`config.mk`:
```
export PLATFORM = sky130hd
export DESIGN_NAME = egress_arbiter
export DESIGN_NICKNAME = d
export VERILOG_FILES = /design/src/rtl/egress_arbiter.sv
export SDC_FILE = /design/constraint.sdc
export NUM_CORES = 1
export LEC_CHECK = 0
export ABC_AREA = 1
export CORE_AREA = 2 2 59 47
export CTS_CLUSTER_DIAMETER = 50
export DETAILED_ROUTE_END_ITERATION = 16
export DIE_AREA = 0 0 61 49
export DONT_BUFFER_PORTS = 1
export PLACE_DENSITY = 0.72
export REMOVE_ABC_BUFFERS = 1
export SLEW_MARGIN = 20
export SYNTH_ARGS = -nofsm -noshare
export SYNTH_HDL_FRONTEND = slang
export SYNTH_SLANG_ARGS = --single-unit
```
`constraint.sdc`:
```
create_clock -name clk -period 2 [get_ports clk]
set_input_delay 0.2 -clock clk [delete_from_list [all_inputs] [get_ports clk]]
set_output_delay 0.2 -clock clk [all_outputs]
set_load 0.005 [all_outputs]
```
`src/rtl/egress_arbiter.sv`:
```
// Frame-granular round-robin arbiter sharing one AXI-Stream egress among NUM_PORTS requesters.
// Optional watchdog that reclaims a stalled grant: define EGRESS_ARB_WATCHDOG_EN.
module egress_arbiter #(
  parameter int NUM_PORTS         = 4,
  parameter int DATA_WIDTH        = 16,
  parameter int TIMEOUT_CTR_WIDTH = 9
) (
  input  logic                             clk,
  input  logic                             reset,
  input  logic [NUM_PORTS-1:0]             req_tvalid,
  input  logic [NUM_PORTS*DATA_WIDTH-1:0]  req_tdata,
  input  logic [NUM_PORTS-1:0]             req_tlast,
  output logic [NUM_PORTS-1:0]             req_tready,
  output logic                             egress_tvalid,
  output logic [DATA_WIDTH-1:0]            egress_tdata,
  output logic                             egress_tlast,
  input  logic                             egress_tready,
  output logic [NUM_PORTS-1:0]             grant,
  output logic                             busy,
  output logic                             abort
);

  localparam int IDX_W = $clog2(NUM_PORTS);
  localparam logic [IDX_W-1:0] LAST_INIT = IDX_W'(NUM_PORTS - 1);
  localparam logic [0:0] ST_IDLE   = 1'b0;
  localparam logic [0:0] ST_LOCKED = 1'b1;

  if (NUM_PORTS < 2 || TIMEOUT_CTR_WIDTH < 1) begin : g_cfg_check
    $error("egress_arbiter: NUM_PORTS must be >= 2 and TIMEOUT_CTR_WIDTH >= 1");
  end

  logic [0:0]           state;
  logic [IDX_W-1:0]     last_grant;
  logic [NUM_PORTS-1:0] grant_q;
  logic                 pick_found;
  logic [IDX_W-1:0]     pick_idx;
  logic [IDX_W-1:0]     cand;
  logic                 egress_hs;
  logic                 frame_done;
  logic                 wd_fire;

  // Search starts one past the last grant and wraps, so the last winner ranks lowest.
  always_comb begin
    pick_found = 1'b0;
    pick_idx   = last_grant;
    cand       = '0;
    for (int unsigned k = 1; k <= NUM_PORTS; k++) begin
      cand = IDX_W'((32'(last_grant) + k) % NUM_PORTS);
      if (!pick_found && req_tvalid[cand]) begin
        pick_found = 1'b1;
        pick_idx   = cand;
      end
    end
  end

  // While LOCKED, last_grant is the owner index, so it drives the pass-through mux directly.
  always_comb begin
    req_tready    = '0;
    egress_tvalid = 1'b0;
    egress_tdata  = '0;
    egress_tlast  = 1'b0;
    if (state == ST_LOCKED) begin
      egress_tvalid          = req_tvalid[last_grant];
      egress_tdata           = req_tdata[32'(last_grant)*DATA_WIDTH +: DATA_WIDTH];
      egress_tlast           = req_tlast[last_grant];
      req_tready[last_grant] = egress_tready;
    end
  end

  assign egress_hs  = egress_tvalid & egress_tready;
  assign frame_done = egress_hs & egress_tlast;
  assign busy       = (state == ST_LOCKED);
  assign grant      = grant_q;

`ifdef EGRESS_ARB_WATCHDOG_EN
  localparam int WD_W = TIMEOUT_CTR_WIDTH + 1;

  logic [WD_W-1:0] wd_ctr;
  logic [WD_W-1:0] wd_inc;
  logic            abort_q;

  // Only stalls with tvalid low count; downstream backpressure holds the counter.
  assign wd_inc  = wd_ctr + WD_W'(1);
  assign wd_fire = busy & ~egress_tvalid & wd_inc[TIMEOUT_CTR_WIDTH];

  always_ff @(posedge clk) begin
    if (reset) begin
      wd_ctr  <= '0;
      abort_q <= 1'b0;
    end else begin
      abort_q <= wd_fire & ~frame_done;
      if (!busy || egress_hs || wd_fire) begin
        wd_ctr <= '0;
      end else if (!egress_tvalid) begin
        wd_ctr <= wd_inc;
      end
    end
  end

  assign abort = abort_q;
`else
  assign wd_fire = 1'b0;
  assign abort   = 1'b0;
`endif

  always_ff @(posedge clk) begin
    if (reset) begin
      state      <= ST_IDLE;
      grant_q    <= '0;
      last_grant <= LAST_INIT;
    end else begin
      case (state)
        ST_IDLE: begin
          if (pick_found) begin
            grant_q    <= NUM_PORTS'(1) << pick_idx;
            last_grant <= pick_idx;
            state      <= ST_LOCKED;
          end
        end
        default: begin
          // A watchdog revoke keeps last_grant, leaving the aborted port lowest priority.
          if (frame_done || wd_fire) begin
            grant_q <= '0;
            state   <= ST_IDLE;
          end
        end
      endcase
    end
  end

endmodule

```
-- Yosys cells after proc, flatten, opt, wreduce, memory -nomap -nowiden
Cells that the tools add are included.
- multiplexer cells: 32
- reduce and logical (&&, ||, !) cells: 10
- bitwise operators: 4
- shift operators: 2
- add/sub/neg operators: 4
- magnitude comparators: 6
- eq/ne operators: 1
- operators by type and width (cell ; number):
    64-bit by 7-bit indexed part select with 16-bit output ; 1
    1-bit 2-to-1 mux ; 16
    16-bit 2-to-1 mux ; 1
    4-bit 2-to-1 mux ; 4
    2-bit by 3-bit < comparator with 1-bit output, second input constant ; 5
    1-bit binary-select mux with 2-bit select ; 6
    2-bit 2-to-1 mux ; 4
    2-bit by 1-bit adder with 2-bit output, second input constant ; 2
    2-bit adder, second input constant ; 2
    4-bit AND ; 1
    1-bit logical AND ; 4
    2-bit AND reduction ; 2
    1-bit by 2-bit left shift with 4-bit output, first input constant ; 1
    1-bit logical NOT ; 3
    1-bit AND ; 2
    1-bit demux with 2-bit select ; 1
    2-bit by 1-bit >= comparator with 1-bit output, second input constant ; 1
    2-bit by 1-bit inequality test with 1-bit output, second input constant ; 1
    2-bit nonzero test ; 1
    1-bit inverter ; 1
- input bits: 75
- word-level logic and storage cells: 62
- bits in registers: 7
- output and inout port bits: 28

-- Depth between registers and ports, before layout
- word-level depth: 16
- mapped depth: 14

-- Least setup slack after synthesis
OpenSTA, ideal clock, no wires.
- path type: reg-to-reg
- start point: register last_grant[0]
- end point: register grant_q[0] (netlist: grant[0])
- buffers on the path: 3
- arrival: 1922 ps
- required time: 1884 ps
- stages on the path, launching flop included: 15
- slack: -39 ps
- library setup time: 116 ps
- path through: dfxtp_1 -> buf_6 -> inv_8 -> buf_6 -> clkbuf_1 -> ha_1 -> inv_2 -> nand2_4 -> nand2_4 -> inv_2 -> nand4_4 -> nand2_4 -> inv_2 -> nand3_1 -> a21oi_1
- cells in the longest elaborated chain, start to end: 16
- elaborated cells on any way between the ends: 40
- those cells by class: 4 x add/sub; 1 x eq/ne; 1 x shift; 24 x mux; 2 x bitwise; 8 x reduce/logical
- RTL lines (item ; RTL line ; text):
    start, declared ; 33 ; logic [IDX_W-1:0] last_grant;
    start signal, assigned ; 116 ; last_grant <= pick_idx;
    2-bit by 1-bit adder with 2-bit output ; 48 ; cand = IDX_W'((32'(last_grant) + k) % NUM_PORTS);
    1-bit binary-select mux with 2-bit select ; 49 ; if (!pick_found && req_tvalid[cand]) begin
    1-bit 2-to-1 mux (not written as such) ; 49 ;
    1-bit 2-to-1 mux ; 49 ;
    1-bit logical NOT ; 49 ;
    1-bit logical AND ; 49 ;
    1-bit 2-to-1 mux ; 49 ;
    1-bit logical NOT ; 49 ;
    1-bit logical AND ; 49 ;
    1-bit 2-to-1 mux ; 49 ;
    1-bit logical NOT ; 49 ;
    1-bit logical AND ; 49 ;
    2-bit 2-to-1 mux ; 49 ;
    1-bit by 2-bit left shift with 4-bit output ; 115 ; grant_q <= NUM_PORTS'(1) << pick_idx;
    4-bit 2-to-1 mux ; 114 ; if (pick_found) begin
    4-bit 2-to-1 mux ; 112 ; case (state)
    end signal, assigned ; 115 ;
    end, declared ; 34 ; logic [NUM_PORTS-1:0] grant_q;
Parallel ways exist; a longest one is shown, timed or not. The select of a mux whose other input is x is not followed.
A chain may end at the register's enable or synchronous reset.

-- Final worst setup path
- start point: register last_grant[0]
- end point: output egress_tvalid
- cells in the longest elaborated chain, start to end: 3
- RTL lines (item ; RTL line ; text):
    1-bit binary-select mux with 2-bit select ; 63 ; egress_tvalid = req_tvalid[last_grant];
    1-bit 2-to-1 mux (not written as such) ; 63 ;
    1-bit 2-to-1 mux ; 62 ; if (state == ST_LOCKED) begin
    end, declared ; 14 ; output logic egress_tvalid,
Every way passes these cells. The select of a mux whose other input is x is not followed.

==> out/metrics.csv <==
stage,metric,value,unit
placed_design,place_inst,266,
sta,fin_hold_ws,0.0120,ns
worst_setup_path,required,1.80,ns
sta,fin_crit_sh,93.0,%
route,drtIter0Drc,121,
yosys,yosysWarnings,0,
finish,multiInputGateArea,1010,sq um
placed_design,dpl-instance-area,1300,sq um
finish,nNetsFinal,314,
yosys,synth-main-ff-cell,dfxtp_1,
route,ant_nets,0,
hold_path,hold_path.class,input port to flop,
worst_setup_path,path_max_fanout,45,
worst_setup_path,critical_path_class,flop to output port,
route,avgViaCountPerCell,5.55,
sta,min_period,1.86,ns
sta,skew,0.000148,ns
clocking,cts_max_level,1,
floorplanning,pin_count,103,
yosys,synth_area_leaders,"nor2_1, o21ai_0, dfxtp_1",
floorplanning,die_h,49,um
yosys,synth.most_common_cell,nor2_1,
finish,post-route-cell-area,1330,sq um
placed_design,place_congestion,0.835,
sta,setup_tns,0,ns
global_route,track_usage,21.5,%
placed_design,pre_cts_ws,0.140,ns
finish,antenna_cells,0,
finish,seq_area,140,sq um
yosys,synth.top_cell.area_share,20.4,%
run_status,status,"finished, final reports clean",
pwr,p_leak,0.571,nW
job,maxCapViolCount,0,
finish,drive_above_1_share,13.2,%
finish,final_util,53.9,%
clocking,ctsHoldBuffers,0,
yosys,ys_seq_area_share,10.9,%
yosys,avgSynthCellArea,5.39,sq um
clocking,numCtsBuffers,3,
floorplanning,start_util,52.3,%
clocking,cts.sinks,7,
global_route,grt_pass1_vias,1207,
worst_setup_path,cp-end-kind,output port,
route,drc_errors,0,
global_route,grt_pass1_wl,5200,um
yosys,synth.largest_area_cell,nor2_1,
clocking,cts_buffer_depth,2,
sta,final-hold-violation-count,0,
sta,drv_slew,0,
yosys,netlist_instances,239,
sta,max_freq,538,MHz
route,num_vias,1499,
worst_setup_path,cp_slowest_cell,dfxtp_1,
clocking,cts_tree,done,
sta,setup_ws,0.140,ns
finish,syn2layout_area_growth,2.91,%
placed_design,portBuffers,0,
floorplanning,die_w,61,um
pwr,p_total,2.16,mW
route,first_pass_iters,4,
global_route,antenna_found_initial,0,
pwr,power.density,1630,nW/um^2
sta,setup_violations,0,
clocking,cts-resized-gates,0,
worst_setup_path,start_kind,flop,
clocking,clk_latency,0.25,ns
yosys,synth_cell_types,26,
floorplanning,row_count,16,
floorplanning,fp.dieArea,2990,sq um
route,wl,3390,um
route,wl_per_cell,12.5,um
worst_setup_path,arrival,1.66,ns
worst_setup_path,max_stage_delay,0.36,ns
yosys,netlist_area,1290,sq um
clocking,cts_setup_buffers,0,
clocking,clkSlewWorstSetupHoldPaths,0.05,ns
yosys,synthArstFlopShare,0,%
finish,filler_cell_count,267,
yosys,synth_edf_count,0,
placed_design,dp_hpwl,2550,um
sta,rsz0062_at_grt,false,
yosys,ys_seq_elements,7,
pwr,vdd_drop_max,0.697,mV
worst_setup_path,crit_chain,inv_8 > buf_4 > nand2_1 > nand3_1 > nand2_1 > nor2_2 > buf_4,
clocking,cts_root_buf,clkbuf_4,
yosys,synthTopCellsByCount,"nor2_1, nand2_1, o21ai_0, a21oi_1, nand3_1",
finish,final_cells,270,
worst_setup_path,regToRegSetupSlack,0.17,ns
global_route,grt_overflow,0,
floorplanning,core_area,2460,sq um
global_route,grt_max_degree,46,
-- placed cells by master, fill, tap and decap left out --
cell      netlist  layout
o211ai_2        1       1
buf_4           1       5
o21ai_0        32      32
inv_2           4       4
dfxtp_1         7       7
inv_1           7       7
clkinv_1        2       2
nand2_1        34      34
buf_6           2       1
o21ai_1         3       3
nor2_2          1       1
inv_8           1       1
nand3_1        14      14
nor2_1         70      70
conb_1          1       1
clkbuf_4        0       3
nand2_4         5       5
clkbuf_1        4       1
nand4_4         1       1
nand4_1         4       4
a21oi_1        24      24
ha_1            4       4
nand3_2         2       2
nand3_4         1       1
nand2_2         6       6
-- worst max-delay path: cells and delay by family (launching register included) --
kind	cells	cell delay (ns)
DFF	1	0.36
and+or+nand+nor	4	0.50
buffers and inverters	3	0.54
-- final cells by class --
type                       instances  area share, %
clock buffer                       4           1.98
inverter                          14           4.53
timing repair buffer               6           3.68
multi-input combinational        203           75.8
tap                               36           3.40
sequential                         7           10.6
-- registers in the layout, indices dropped and copies added (netlist names) --
| name | count |
|---|---|
| busy | 1 |
| last_grant | 2 |
| grant | 4 |
-- per-layer routing --
layer | part of all wire [%] | GRT usage (%) | vias up | wire length, um
met5 | 0 | 0 | - | 0
met4 | 0 | 4.35 | 0 | 0
met3 | 8.8 | 2.12 | 0 | 298
met2 | 47 | 34.9 | 76 | 1590
met1 | 44 | 30.4 | 655 | 1500
li1 | - | - | 768 | -
-- final timing paths --
path	from	end	cells after the start
worst max-delay path	last_grant[0]$_SDFFE_PP1P_	egress_tvalid	7
worst min-delay path	reset	grant[0]$_SDFFE_PP0P_	1
worst max register to register	last_grant[0]$_SDFFE_PP1P_	grant[2]$_SDFFE_PP0P_	11
worst min register to register	grant[3]$_SDFFE_PP0P_	grant[3]$_SDFFE_PP0P_	2
-- power by group --
part	total (mW)	internal (mW)	switching, mW
registers	0.258	0.204	0.0541
logic	1.78	0.602	1.18
clock network	0.128	0.0761	0.0518
-- cell families after synthesis --
family | synth area share, %
AND/OR/NAND/NOR | 50.0
AO/OA/AOI/OAI | 23.9
buffers and inverters | 11.1
flip-flops | 10.9
adder cells (fa/ha/maj) | 3.88
other | 0.291
Note: power is estimated with default switching activity, not from simulation.
